$ cat config.mk
export PLATFORM = sky130hd
export DESIGN_NAME = rv32i_adder_issue_arb_flat
export DESIGN_NICKNAME = d
export VERILOG_FILES = /design/src/rtl/rv32i_adder_issue_arb.sv /design/src/rtl/rv32i_adder_issue_arb_if.sv /design/src/flat_wrapper.sv
export SDC_FILE = /design/constraint.sdc
export NUM_CORES = 1
export LEC_CHECK = 0
export BUFFER_PORTS_ARGS = -buffer_cell sky130_fd_sc_hd__buf_2
export CAP_MARGIN = 20
export CORE_AREA = 5 5 149 151
export DETAILED_ROUTE_END_ITERATION = 7
export DIE_AREA = 0 0 154 156
export SLEW_MARGIN = 5
export SYNTH_ARGS = -nofsm -noshare
export SYNTH_HDL_FRONTEND = slang
export SYNTH_SLANG_ARGS = --single-unit
$ cat constraint.sdc
create_clock -name clk -period 3.25 [get_ports clk]
set_input_delay 0.4875 -clock clk [delete_from_list [all_inputs] [get_ports clk]]
set_output_delay 0.4875 -clock clk [all_outputs]
set_load 0.05 [all_outputs]
$ cat src/rtl/rv32i_adder_issue_arb.sv
// Round-robin issue arbiter feeding one rv32i_adder via a 1-entry stage.
// Ports: clk, rstn (sync, active-low), i_flush, bus (slave modport);
// o_grant_cnt only when RV32I_ADD_ARB_PERF_CNT_EN is defined.
package rv32i_pkg;
  localparam int PHYS_REG_FILE_IDX_BW = 6;
  localparam int ROB_DEPTH            = 32;
endpackage

module rv32i_adder_issue_arb
  import rv32i_pkg::*;
#(
  parameter int N_REQ = 4
) (
  input  logic clk,
  input  logic rstn,
  input  logic i_flush,
  rv32i_adder_issue_arb_if.slave bus
`ifdef RV32I_ADD_ARB_PERF_CNT_EN
  ,
  output logic [N_REQ-1:0][31:0] o_grant_cnt
`endif
);

  localparam int PTR_BW = $clog2(N_REQ);
  localparam int TAG_BW = PHYS_REG_FILE_IDX_BW;
  localparam int ROB_BW = $clog2(ROB_DEPTH);

  logic              r_vld;
  logic              r_sub;
  logic [31:0]       r_a;
  logic [31:0]       r_b;
  logic [TAG_BW-1:0] r_tag;
  logic [ROB_BW-1:0] r_rob;
  logic [PTR_BW-1:0] r_ptr;

  logic              w_can_acc;
  logic              w_found;
  logic [PTR_BW-1:0] w_win;
  logic              w_grant;
  logic [N_REQ-1:0]  w_rdy;

  // N_REQ need not be a power of two, so wrap explicitly.
  function automatic logic [PTR_BW-1:0] wrap_add(
    input logic [PTR_BW-1:0] p,
    input int                k
  );
    int s;
    s = (int'(p) + k) % N_REQ;
    return PTR_BW'(s);
  endfunction

  assign w_can_acc = ~r_vld | bus.i_rdy;

  // Scan from farthest to nearest so the requester closest
  // to the pointer is the last (winning) assignment.
  always_comb begin
    w_found = 1'b0;
    w_win   = '0;
    for (int k = N_REQ - 1; k >= 0; k--) begin
      if (bus.i_req_vld[wrap_add(r_ptr, k)]) begin
        w_found = 1'b1;
        w_win   = wrap_add(r_ptr, k);
      end
    end
  end

  // No transfer while in reset or flushing.
  assign w_grant = rstn & w_found & w_can_acc & ~i_flush;

  always_comb begin
    w_rdy = '0;
    if (w_grant) w_rdy[w_win] = 1'b1;
  end

  always_ff @(posedge clk) begin
    if (!rstn) begin
      r_vld <= 1'b0;
      r_sub <= 1'b0;
      r_a   <= '0;
      r_b   <= '0;
      r_tag <= '0;
      r_rob <= '0;
      r_ptr <= '0;
    end else if (i_flush) begin
      r_vld <= 1'b0;
    end else if (w_grant) begin
      r_vld <= 1'b1;
      r_sub <= bus.i_req_sub_flag[w_win];
      r_a   <= bus.i_req_a[w_win];
      r_b   <= bus.i_req_b[w_win];
      r_tag <= bus.i_req_dst_tag[w_win];
      r_rob <= bus.i_req_rob_idx[w_win];
      r_ptr <= wrap_add(w_win, 1);
    end else if (bus.i_rdy) begin
      r_vld <= 1'b0;
    end
  end

  assign bus.o_req_rdy  = w_rdy;
  assign bus.o_vld      = r_vld;
  assign bus.o_sub_flag = r_sub;
  assign bus.o_a        = r_a;
  assign bus.o_b        = r_b;
  assign bus.o_dst_tag  = r_tag;
  assign bus.o_rob_idx  = r_rob;

`ifdef RV32I_ADD_ARB_PERF_CNT_EN
  logic [N_REQ-1:0][31:0] r_cnt;

  // Flush does not clear the counters; only reset does.
  always_ff @(posedge clk) begin
    if (!rstn) begin
      r_cnt <= '0;
    end else if (w_grant) begin
      r_cnt[w_win] <= r_cnt[w_win] + 32'd1;
    end
  end

  assign o_grant_cnt = r_cnt;
`endif

endmodule

$ cat src/rtl/rv32i_adder_issue_arb_if.sv
// Issue bus between N requesters, the arbiter and the shared adder.
// Request side: i_req_* in, o_req_rdy out. Adder side: o_* out, i_rdy in.
interface rv32i_adder_issue_arb_if #(
  parameter int N_REQ  = 4,
  parameter int TAG_BW = 6,
  parameter int ROB_BW = 5
);
  logic [N_REQ-1:0]             i_req_vld;
  logic [N_REQ-1:0]             i_req_sub_flag;
  logic [N_REQ-1:0][31:0]       i_req_a;
  logic [N_REQ-1:0][31:0]       i_req_b;
  logic [N_REQ-1:0][TAG_BW-1:0] i_req_dst_tag;
  logic [N_REQ-1:0][ROB_BW-1:0] i_req_rob_idx;
  logic [N_REQ-1:0]             o_req_rdy;
  logic                         o_vld;
  logic                         o_sub_flag;
  logic [31:0]                  o_a;
  logic [31:0]                  o_b;
  logic [TAG_BW-1:0]            o_dst_tag;
  logic [ROB_BW-1:0]            o_rob_idx;
  logic                         i_rdy;

  modport master (
    output i_req_vld, i_req_sub_flag,
    output i_req_a, i_req_b,
    output i_req_dst_tag, i_req_rob_idx,
    output i_rdy,
    input  o_req_rdy, o_vld, o_sub_flag,
    input  o_a, o_b, o_dst_tag, o_rob_idx
  );

  modport slave (
    input  i_req_vld, i_req_sub_flag,
    input  i_req_a, i_req_b,
    input  i_req_dst_tag, i_req_rob_idx,
    input  i_rdy,
    output o_req_rdy, o_vld, o_sub_flag,
    output o_a, o_b, o_dst_tag, o_rob_idx
  );
endinterface

$ cat src/flat_wrapper.sv
// flat-port wrapper written by rule: the top's interface ports become plain ports
module rv32i_adder_issue_arb_flat import rv32i_pkg::*;
#(
  parameter int N_REQ = 4
)
  (clk, rstn, i_flush, bus_i_req_vld, bus_i_req_sub_flag, bus_i_req_a, bus_i_req_b, bus_i_req_dst_tag, bus_i_req_rob_idx, bus_i_rdy, bus_o_req_rdy, bus_o_vld, bus_o_sub_flag, bus_o_a, bus_o_b, bus_o_dst_tag, bus_o_rob_idx);
  rv32i_adder_issue_arb_if #(.N_REQ(N_REQ), .TAG_BW((PHYS_REG_FILE_IDX_BW)), .ROB_BW(($clog2(ROB_DEPTH)))) bus_i ();
  input  logic clk;
  input  logic rstn;
  input  logic i_flush;
  input wire logic [$bits(bus_i.i_req_vld)-1:0] bus_i_req_vld;
  input wire logic [$bits(bus_i.i_req_sub_flag)-1:0] bus_i_req_sub_flag;
  input wire logic [$bits(bus_i.i_req_a)-1:0] bus_i_req_a;
  input wire logic [$bits(bus_i.i_req_b)-1:0] bus_i_req_b;
  input wire logic [$bits(bus_i.i_req_dst_tag)-1:0] bus_i_req_dst_tag;
  input wire logic [$bits(bus_i.i_req_rob_idx)-1:0] bus_i_req_rob_idx;
  input wire logic [$bits(bus_i.i_rdy)-1:0] bus_i_rdy;
  output wire logic [$bits(bus_i.o_req_rdy)-1:0] bus_o_req_rdy;
  output wire logic [$bits(bus_i.o_vld)-1:0] bus_o_vld;
  output wire logic [$bits(bus_i.o_sub_flag)-1:0] bus_o_sub_flag;
  output wire logic [$bits(bus_i.o_a)-1:0] bus_o_a;
  output wire logic [$bits(bus_i.o_b)-1:0] bus_o_b;
  output wire logic [$bits(bus_i.o_dst_tag)-1:0] bus_o_dst_tag;
  output wire logic [$bits(bus_i.o_rob_idx)-1:0] bus_o_rob_idx;
  assign bus_i.i_req_vld = bus_i_req_vld;
  assign bus_i.i_req_sub_flag = bus_i_req_sub_flag;
  assign bus_i.i_req_a = bus_i_req_a;
  assign bus_i.i_req_b = bus_i_req_b;
  assign bus_i.i_req_dst_tag = bus_i_req_dst_tag;
  assign bus_i.i_req_rob_idx = bus_i_req_rob_idx;
  assign bus_i.i_rdy = bus_i_rdy;
  assign bus_o_req_rdy = bus_i.o_req_rdy;
  assign bus_o_vld = bus_i.o_vld;
  assign bus_o_sub_flag = bus_i.o_sub_flag;
  assign bus_o_a = bus_i.o_a;
  assign bus_o_b = bus_i.o_b;
  assign bus_o_dst_tag = bus_i.o_dst_tag;
  assign bus_o_rob_idx = bus_i.o_rob_idx;
  rv32i_adder_issue_arb #(.N_REQ(N_REQ)) u_core (.clk(clk), .rstn(rstn), .i_flush(i_flush), .bus(bus_i));
endmodule
After elaboration in Yosys (flattened, before gate mapping) --
Index checks and enable logic that the tools add are counted.
Word-level totals: register bits after elaboration 79, bits of input ports 312, word-level logic and storage cells 59
Operators by class: $add $sub $neg 4, magnitude comparators 6, muxes and demuxes 31, bitwise operators 7, reductions and logical operators 4
Operators with widths (number):
- $bmux W32 S2 | 2
- $mux W32 | 2
- $lt A2 B3 Y1 const B | 5
- $bmux W6 S2 | 1
- $mux W1 | 12
- $bmux W1 S2 | 5
- $bmux W5 S2 | 1
- $mux W2 | 4
- $mux W6 | 1
- $mux W5 | 1
- $add A2 B1 Y2 const B | 2
- $add A2 B2 Y2 const B | 2
- $mux W4 | 1
- $and A1 B1 Y1 | 3
- $not A1 Y1 | 3
- $demux W1 S2 | 1
- $ge A2 B1 Y1 const B | 1
- $reduce_and A2 Y1 | 1
- $reduce_bool A2 Y1 | 1
- $reduce_or A2 Y1 | 1
- $logic_and A1 B1 Y1 | 1
- $or A1 B1 Y1 | 1

Depth between registers and ports, before layout --
Gate-level depths: netlist (run 1).
word-level depth 12, mapped depth 9, mapped depth without buffers 6

Worst setup path after synthesis (run 1) --
No wires, ideal clock.
path kind input port to output port, start input port bus_i_req_vld[0], end output port bus_o_req_rdy[1], arrival time 2160 ps, path slack 603 ps, stages on the path 7, cells stage by stage nor2b_1 -> or4b_4 -> nand2_4 -> buf_4 -> buf_2 -> ha_1 -> and2_1
On the way: cells in the longest elaborated chain, start to end 11, elaborated cells on any way between the ends 25, those cells by class 2 x order compare; 19 x mux; 3 x bitwise; 1 x reduce/logical
RTL lines:
- from (decl) | line flat_wrapper.sv:11 | input wire logic [$bits(bus_i.i_req_vld)-1:0] bus_i_req_vld;
- $bmux W1 S2 | line rv32i_adder_issue_arb.sv:60 | if (bus.i_req_vld[wrap_add(r_ptr, k)]) begin
- $mux W1 (not written as such) | line rv32i_adder_issue_arb.sv:60
- $mux W2 (4 in a row) | line rv32i_adder_issue_arb.sv:60
- $lt A2 B3 Y1 (not written as such) or $ge A2 B1 Y1 (tied branches) | line rv32i_adder_issue_arb.sv:72 | if (w_grant) w_rdy[w_win] = 1'b1;
- $logic_and A1 B1 Y1 (not written as such) | line rv32i_adder_issue_arb.sv:72
- $mux W1 (not written as such) | line rv32i_adder_issue_arb.sv:72
- $demux W1 S2
- $mux W4 (*) | line rv32i_adder_issue_arb.sv:72
- to (decl) | line flat_wrapper.sv:18 | output wire logic [$bits(bus_i.o_req_rdy)-1:0] bus_o_req_rdy;
Mark *: on every way between the ends. The rest lies on a longest branch, timed or not. The select of a mux whose other input is x is not followed.

Worst setup path after layout (run 1) --
start register u_core.r_ptr[1], end output port bus_o_req_rdy[0]
On the way: cells in the longest elaborated chain, start to end 12, elaborated cells on any way between the ends 28, those cells by class 3 x add/sub; 2 x order compare; 19 x mux; 3 x bitwise; 1 x reduce/logical
RTL lines:
- from (decl) | line rv32i_adder_issue_arb.sv:34 | logic [PTR_BW-1:0] r_ptr;
- from (signal assigned) | line rv32i_adder_issue_arb.sv:93 | r_ptr <= wrap_add(w_win, 1);
- $add A2 B2 Y2 | line rv32i_adder_issue_arb.sv:48 | s = (int'(p) + k) % N_REQ;
- $bmux W1 S2 | line rv32i_adder_issue_arb.sv:60
- $mux W1 (not written as such) | line rv32i_adder_issue_arb.sv:60
- $mux W2 (4 in a row) | line rv32i_adder_issue_arb.sv:60
- $lt A2 B3 Y1 (not written as such) or $ge A2 B1 Y1 (tied branches) | line rv32i_adder_issue_arb.sv:72
- $logic_and A1 B1 Y1 (not written as such) | line rv32i_adder_issue_arb.sv:72
- $mux W1 (not written as such) | line rv32i_adder_issue_arb.sv:72
- $demux W1 S2
- $mux W4 (*) | line rv32i_adder_issue_arb.sv:72
Marks and branches as above.

==> results of run 1 <==
sequential cells by signal, indices dropped and copies added (netlist names):
signal / count
u_core.r_ptr: 2
u_core.bus.o_rob_idx: 5
u_core.bus.o_vld: 1
u_core.bus.o_sub_flag: 1
u_core.bus.o_a: 32
u_core.bus.o_b: 32
u_core.bus.o_dst_tag: 6
final cells by class:
cell class | instances | area [µm²]
multi-input combinational | 491 | 3232
inverter | 2 | 7.507
tap | 275 | 344.1
fill | 2195 | 13140
timing repair buffer | 406 | 2079
clock inverter | 4 | 53.80
sequential | 79 | 1582
clock buffer | 11 | 252.7
per-stage QoR:
step           hold WS (ns)  instance area, µm²
6_report             0.4183                7551
5_1_grt              0.4369                7551
4_1_cts              0.3926                7551
3_5_place_dp         0.4332                7244
3_3_place_gp         0.4285                7244
2_1_floorplan        0.4480                5276
worst paths after layout:
check,endpoint,slack (ns),cells past startpoint
max,bus_o_req_rdy[0],0.39,8
max reg2reg,u_core.bus.o_b[24],0.69,6
min reg2reg,u_core.bus.o_b[27],0.45,2
min,u_core.r_ptr[1],0.42,3
per-layer routing:
metal	global-route usage [%]	wire length [µm]	part of all wire (%)
met4	7.653	711	3.0
met2	30.22	11510	49
met5	0	0	0
met3	4.771	1987	8.4
met1	21.92	9426	40
cells in the final DEF, fill, tap and decap left out, types with 4 or more instances in the layout:
| cell type | instances |
|---|---|
| a211oi_1 | 128 |
| nor2b_1 | 4 |
| a211o_1 | 13 |
| o211ai_1 | 12 |
| o31ai_1 | 64 |
| buf_2 | 392 |
| o21ai_0 | 13 |
| nand2_1 | 81 |
| buf_4 | 13 |
| clkbuf_16 | 9 |
| and3_1 | 128 |
| and2_1 | 4 |
| mux2i_1 | 12 |
| dfxtp_1 | 79 |
| nand3_1 | 13 |
| ha_1 | 4 |
where the power goes:
group	internal, mW	leakage (nW)	switching, mW
clock	0.636	0.144	0.428
sequential	1.11	0.652	0.0733
combinational	0.580	2.89	1.22
cell families after synthesis:
kind of cell / count (synthesis)
simple gates: 241
mux: 12
flops: 79
compound gates: 234
fa+ha+maj: 4
buf+inv: 83
worst max-delay path, delay by kind of cell (launching register included):
| kind | cells | cell delay (ns) |
|---|---|---|
| flops | 1 | 0.41 |
| simple gates | 3 | 0.32 |
| fa+ha+maj | 1 | 0.16 |
| compound gates | 1 | 0.47 |
| buf+inv | 3 | 0.68 |
==> metrics.md, run 1 <==
| Metric | Value |
|---|---|
| Overall power | `4.050 mW` |
| Setup Buffers After CTS | `0` |
| Worst Skew | `0.008617 ns` |
| Synth Area per Inst | `8.080 µm²` |
| Final core utilization | `36.50%` |
| Clock root buffer | `clkbuf_16` |
| CP max-delay cell | `a211oi_1` |
| Simple-gate share of the synthesized area | `24.73%` |
| Global-route wire length before repair | `35100 µm` |
| TritonCTS clock tree | `yes` |
| Max Clk Rate | `349.5 MHz` |
| Clock Latency Late Sink | `0.33 ns` |
| Initial antenna violation count | `1` |
| Synth-to-layout area growth | `43.11%` |
| Post-DP HPWL | `17670 µm` |
| Layout Cells excl Fill | `1268` |
| DR WL/cell | `18.64 µm` |
| Placed Cells | `1253` |
| Cts hold-fix bufs | `0` |
| Wirelength, routed | `23640 µm` |
| Critical R2R Launch | `u_core.r_ptr[0]` |
| # IOs | `393` |
| Die area | `0.02402 mm²` |
| Remaining DRCs | `0` |
| Final net count | `1305` |
| Final Max Tran Viols | `0` |
| Crit share post-route | `88.05%` |
| LEAKAGE | `3.686 nW` |
| GP Congestion | `0.9374` |
| Final Hold Fails | `0` |
| CP Capture Type | `output pin` |
| FFs w/ async S/R, synth | `0%` |
| Complex-gate fraction of the synthesized area | `33.08%` |
| RSZ-0062 raised after global routing | `false` |
| Synth top area cells | `dfxtp_1 (30%), a211oi_1 (18%), and3_1 (15%)` |
| Arr. time, crit path | `2.37 ns` |
| IO Port Bufs | `392` |
| Final min period | `2.861 ns` |
| Maximum vdd drop | `0.0002504 V` |
| Fin worst setup slack | `0.3885 ns` |
| Initial core utilization | `25.50%` |
| Pin count of the biggest net entering global routing | `79` |
| Crit-path max FO | `10` |
| Vias per std cell | `5.146` |
| Syn Inst Count | `653` |
| Total gr overflow | `0` |
| Cell Pwr Density | `536.3 mW/mm²` |
| Vias in the first global route | `6412` |
| Critical Path, Cell by Cell | `nand2_1 > a211oi_1 > buf_4 > nor2_4 > inv_2 > ha_1 > and2_1 > buf_2` |
| Clk sinks | `79` |
| Cell variety after synth | `33` |
| Post-DRT Antenna Nets | `0` |
| Outcome | `complete, no violations` |
| Critical path data required time | `2.76 ns` |
| Hold Crit Class | `in -> reg` |
| Worst rel slew slack | `41.35%` |
| Gr usage total | `18.04%` |
| Seq/Total Area, Yosys | `29.97%` |
| Synth Cell Area | `0.005276 mm²` |
| Post-synth top flop | `dfxtp_1` |
| Slew @ Worst Pin | `0.8780 ns` |
| Clk slew on worst S/H paths | `0.06 ns` |
| Die H | `156 µm` |
| Critical hold path startpoint | `rstn` |
| Number of synthesized register bits | `79` |
| H-tree depth | `3` |
| Max Cap Viol | `0` |
| N_diodes | `0` |
| Top post-synthesis cells by count | `a211oi_1 (128), and3_1 (128), nand2_1 (81), dfxtp_1 (79), o31ai_1 (64)` |
| Core area | `0.02069 mm²` |
| Place WS | `0.3708 ns` |
| Clk buf depth | `2` |
| Critical Path Source Type | `flop` |
| Syn nets | `969` |
| Total number of vias | `6525` |
| Post-synth top area cell | `dfxtp_1` |
| Setup TNS | `0 ns` |
| Max stage delay on crit path | `0.47 ns` |
| Final setup violation count | `0` |
| Post-synthesis mux area share | `2.276%` |
| Die X | `154 µm` |
| Combinational family with the most area after synthesis | `compound AO/OA/AOI/OAI gates` |
| Crit path kind | `reg -> out` |
| Num rows | `53` |
| Post-synth top area share | `29.97%` |
| Total CTS buffers | `9` |
| Synth Area in Adders | `0.9485%` |
| Ratio of cells with drive above 1 in the final layout | `43.30%` |
| Post-synth EDFFs | `0` |
| Drt pass-1 iters | `5` |
| Post-CTS resize count | `0` |
| Ys Warns | `0` |
| Crit. Startpoint | `u_core.r_ptr[1]` |
| Starting DRT DRC Count | `424` |
| XOR/XNOR share of the synthesized area | `0%` |
No activity file was read; power rests on OpenSTA's default activity.
==> run 2, diff against run 1 <==
Settings changed: PLACE_DENSITY_LB_ADDON set to 0.15.
==> run 2 against run 1 <==
Global-route usage rose by 1.7 points. Sequential power is essentially flat. Non-clock buffer count is 1 lower. Core utilization up 0.079 points. Clock skew down 0.0011 ns. Clock-buffer cell count increased by 1. Clock power barely moved. First-iteration DRC count is 12% lower. Wire length increased by 7.4%. Power rose by 0.10%. Critical path depth unchanged. Final cell count is the same. Largest cell class unchanged.
==> metrics.md, run 2 (synthesis results as in run 1) <==
| Metric | Value |
|---|---|
| Outcome | `complete, no violations` |
| Hold Crit Class | `in -> reg` |
| Setup TNS | `0 ns (unchanged)` |
| Critical Path Source Type | `flop` |
| Worst Skew | `0.007477 ns (-0.001141 ns)` |
| Sequential cell area | `0.001582 mm² (unchanged)` |
| Global-route wire length before repair | `37740 µm (+7.5%)` |
| Maximum vdd drop | `0.0002995 V (+20%)` |
| Post-CTS resize count | `0 (unchanged)` |
| Final Hold Fails | `0 (unchanged)` |
| Clk buf depth | `2 (unchanged)` |
| Most common cell after layout, fill and taps aside | `buf_2` |
| Clock Latency Late Sink | `0.34 ns (about the same)` |
| Setup Buffers After CTS | `0 (unchanged)` |
| Final net count | `1304 (-0.077%)` |
| Fill cells | `2268 (+3.3%)` |
| Overall power | `4.054 mW (+0.10%)` |
| Synth-to-layout area growth | `43.42%` |
| Clock root buffer | `clkbuf_16` |
| Crit-path max FO | `8 (-2)` |
| GP Congestion | `0.8311 (-11%)` |
| Arr. time, crit path | `2.17 ns (-0.20 ns)` |
| Drt pass-1 iters | `5 (unchanged)` |
| Max Clk Rate | `375.9 MHz (+7.6%)` |
| Slew @ Worst Pin | `0.9167 ns (+0.03872 ns)` |
| TritonCTS clock tree | `yes` |
| Final Max Tran Viols | `0 (unchanged)` |
| Core area | `0.02069 mm² (unchanged)` |
| Initial antenna violation count | `1 (unchanged)` |
| DR WL/cell | `20.02 µm (+7.4%)` |
| Ratio of cells with drive above 1 in the final layout | `43.04% (-0.26 points)` |
| Vias per std cell | `5.127 (-0.37%)` |
| Die X | `154 µm (unchanged)` |
| Post-DP Area | `0.007274 mm² (+0.41%)` |
| Max Cap Viol | `0 (unchanged)` |
| Area of the multi-input gates | `0.003232 mm² (unchanged)` |
| Gr usage total | `19.72% (+1.7 points)` |
| # IOs | `393 (unchanged)` |
| Total gr overflow | `0 (unchanged)` |
| RSZ-0062 raised after global routing | `false` |
| Clk sinks | `79 (unchanged)` |
| H-tree depth | `3 (unchanged)` |
| Starting DRT DRC Count | `372 (-12%)` |
| Worst rel slew slack | `38.76% (-2.6 points)` |
| Wirelength, routed | `25380 µm (+7.4%)` |
| Post-DRT Antenna Nets | `0 (unchanged)` |
| Remaining DRCs | `0 (unchanged)` |
| Post-DP HPWL | `18030 µm (+2.0%)` |
| Critical path data required time | `2.76 ns (about the same)` |
| Num rows | `53 (unchanged)` |
| Total CTS buffers | `9 (unchanged)` |
| Most frequent cells in the layout | `buf_2 (392), a211oi_1 (128), and3_1 (128), nand2_1 (81), dfxtp_1 (79)` |
| Hold slack | `0.4260 ns (+0.007774 ns)` |
| Die area | `0.02402 mm² (unchanged)` |
| Fin area | `0.007567 mm² (+0.22%)` |
| IO Port Bufs | `392 (unchanged)` |
| Final min period | `2.660 ns (-0.2010 ns)` |
| Crit share post-route | `81.86% (-6.2 points)` |
| Cell Pwr Density | `535.7 mW/mm² (-0.11%)` |
| LEAKAGE | `3.696 nW (+0.28%)` |
| Final setup violation count | `0 (unchanged)` |
| Initial core utilization | `25.50% (unchanged)` |
| Clk slew on worst S/H paths | `0.06 ns (about the same)` |
| Crit path kind | `reg -> out` |
| Final core utilization | `36.57% (+0.079 points)` |
| Vias in the first global route | `6434 (+0.34%)` |
| CP Capture Type | `output pin` |
| Cts hold-fix bufs | `0 (unchanged)` |
| Pin count of the biggest net entering global routing | `129 (+63%)` |
| Total number of vias | `6501 (-0.37%)` |
| Die H | `156 µm (unchanged)` |
[run 2: power breakdown]
group	internal, mW	switching [mW]
sequential	1.11	0.0721
combinational	0.590	1.24
clock	0.614	0.426
total	2.32	1.74
[run 2: critical path, cell delays in order (launching register included)]
cell and delay (ns):
dfxtp_1 0.42, nand2_1 0.10, a211oi_1 0.34, buf_4 0.23, nor2_4 0.06, inv_2 0.09
ha_1 0.13, and2_1 0.18, buf_2 0.29
[run 2: layout make-up]
| class | count | area share (%) |
|---|---|---|
| multi-input combinational | 491 | 42.71 |
| timing repair buffer | 405 | 27.88 |
| sequential | 79 | 20.90 |
| tap | 275 | 4.547 |
| clock buffer | 12 | 3.257 |
| clock inverter | 3 | 0.5787 |
| inverter | 2 | 0.09921 |
| antenna | 1 | 0.03307 |
[run 2: layer usage]
| metal | vias to the layer above | part of all wire (%) | track usage, % | wire (µm) |
|---|---|---|---|---|
| li1 | 3181 | - | - | - |
| met1 | 3007 | 41 | 24.92 | 10530 |
| met2 | 288 | 49 | 33.17 | 12400 |
| met3 | 25 | 8.0 | 5.437 | 2034 |
| met4 | 0 | 1.6 | 5.425 | 410 |
| met5 | - | 0 | 0 | 0 |
[run 2: through the flow]
stage,cells,worst slack [ns]
2_1_floorplan,653,0.6026
3_5_place_dp,1252,0.6352
3_3_place_gp,1252,0.6633
4_1_cts,1267,0.5456
6_report,1268,0.5896
5_1_grt,1268,0.4212
[run 2: worst paths after layout]
kind                                 from                 endpoint  slack [ns]  depth (start not counted)
setup / recovery          u_core.r_ptr[1]         bus_o_req_rdy[0]        0.59                          8
hold / removal                       rstn          u_core.r_ptr[1]        0.43                          3
setup reg to reg          u_core.r_ptr[0]        u_core.bus.o_b[3]        0.97                          6
hold reg to reg   u_core.bus.o_dst_tag[4]  u_core.bus.o_dst_tag[4]        0.45                          2
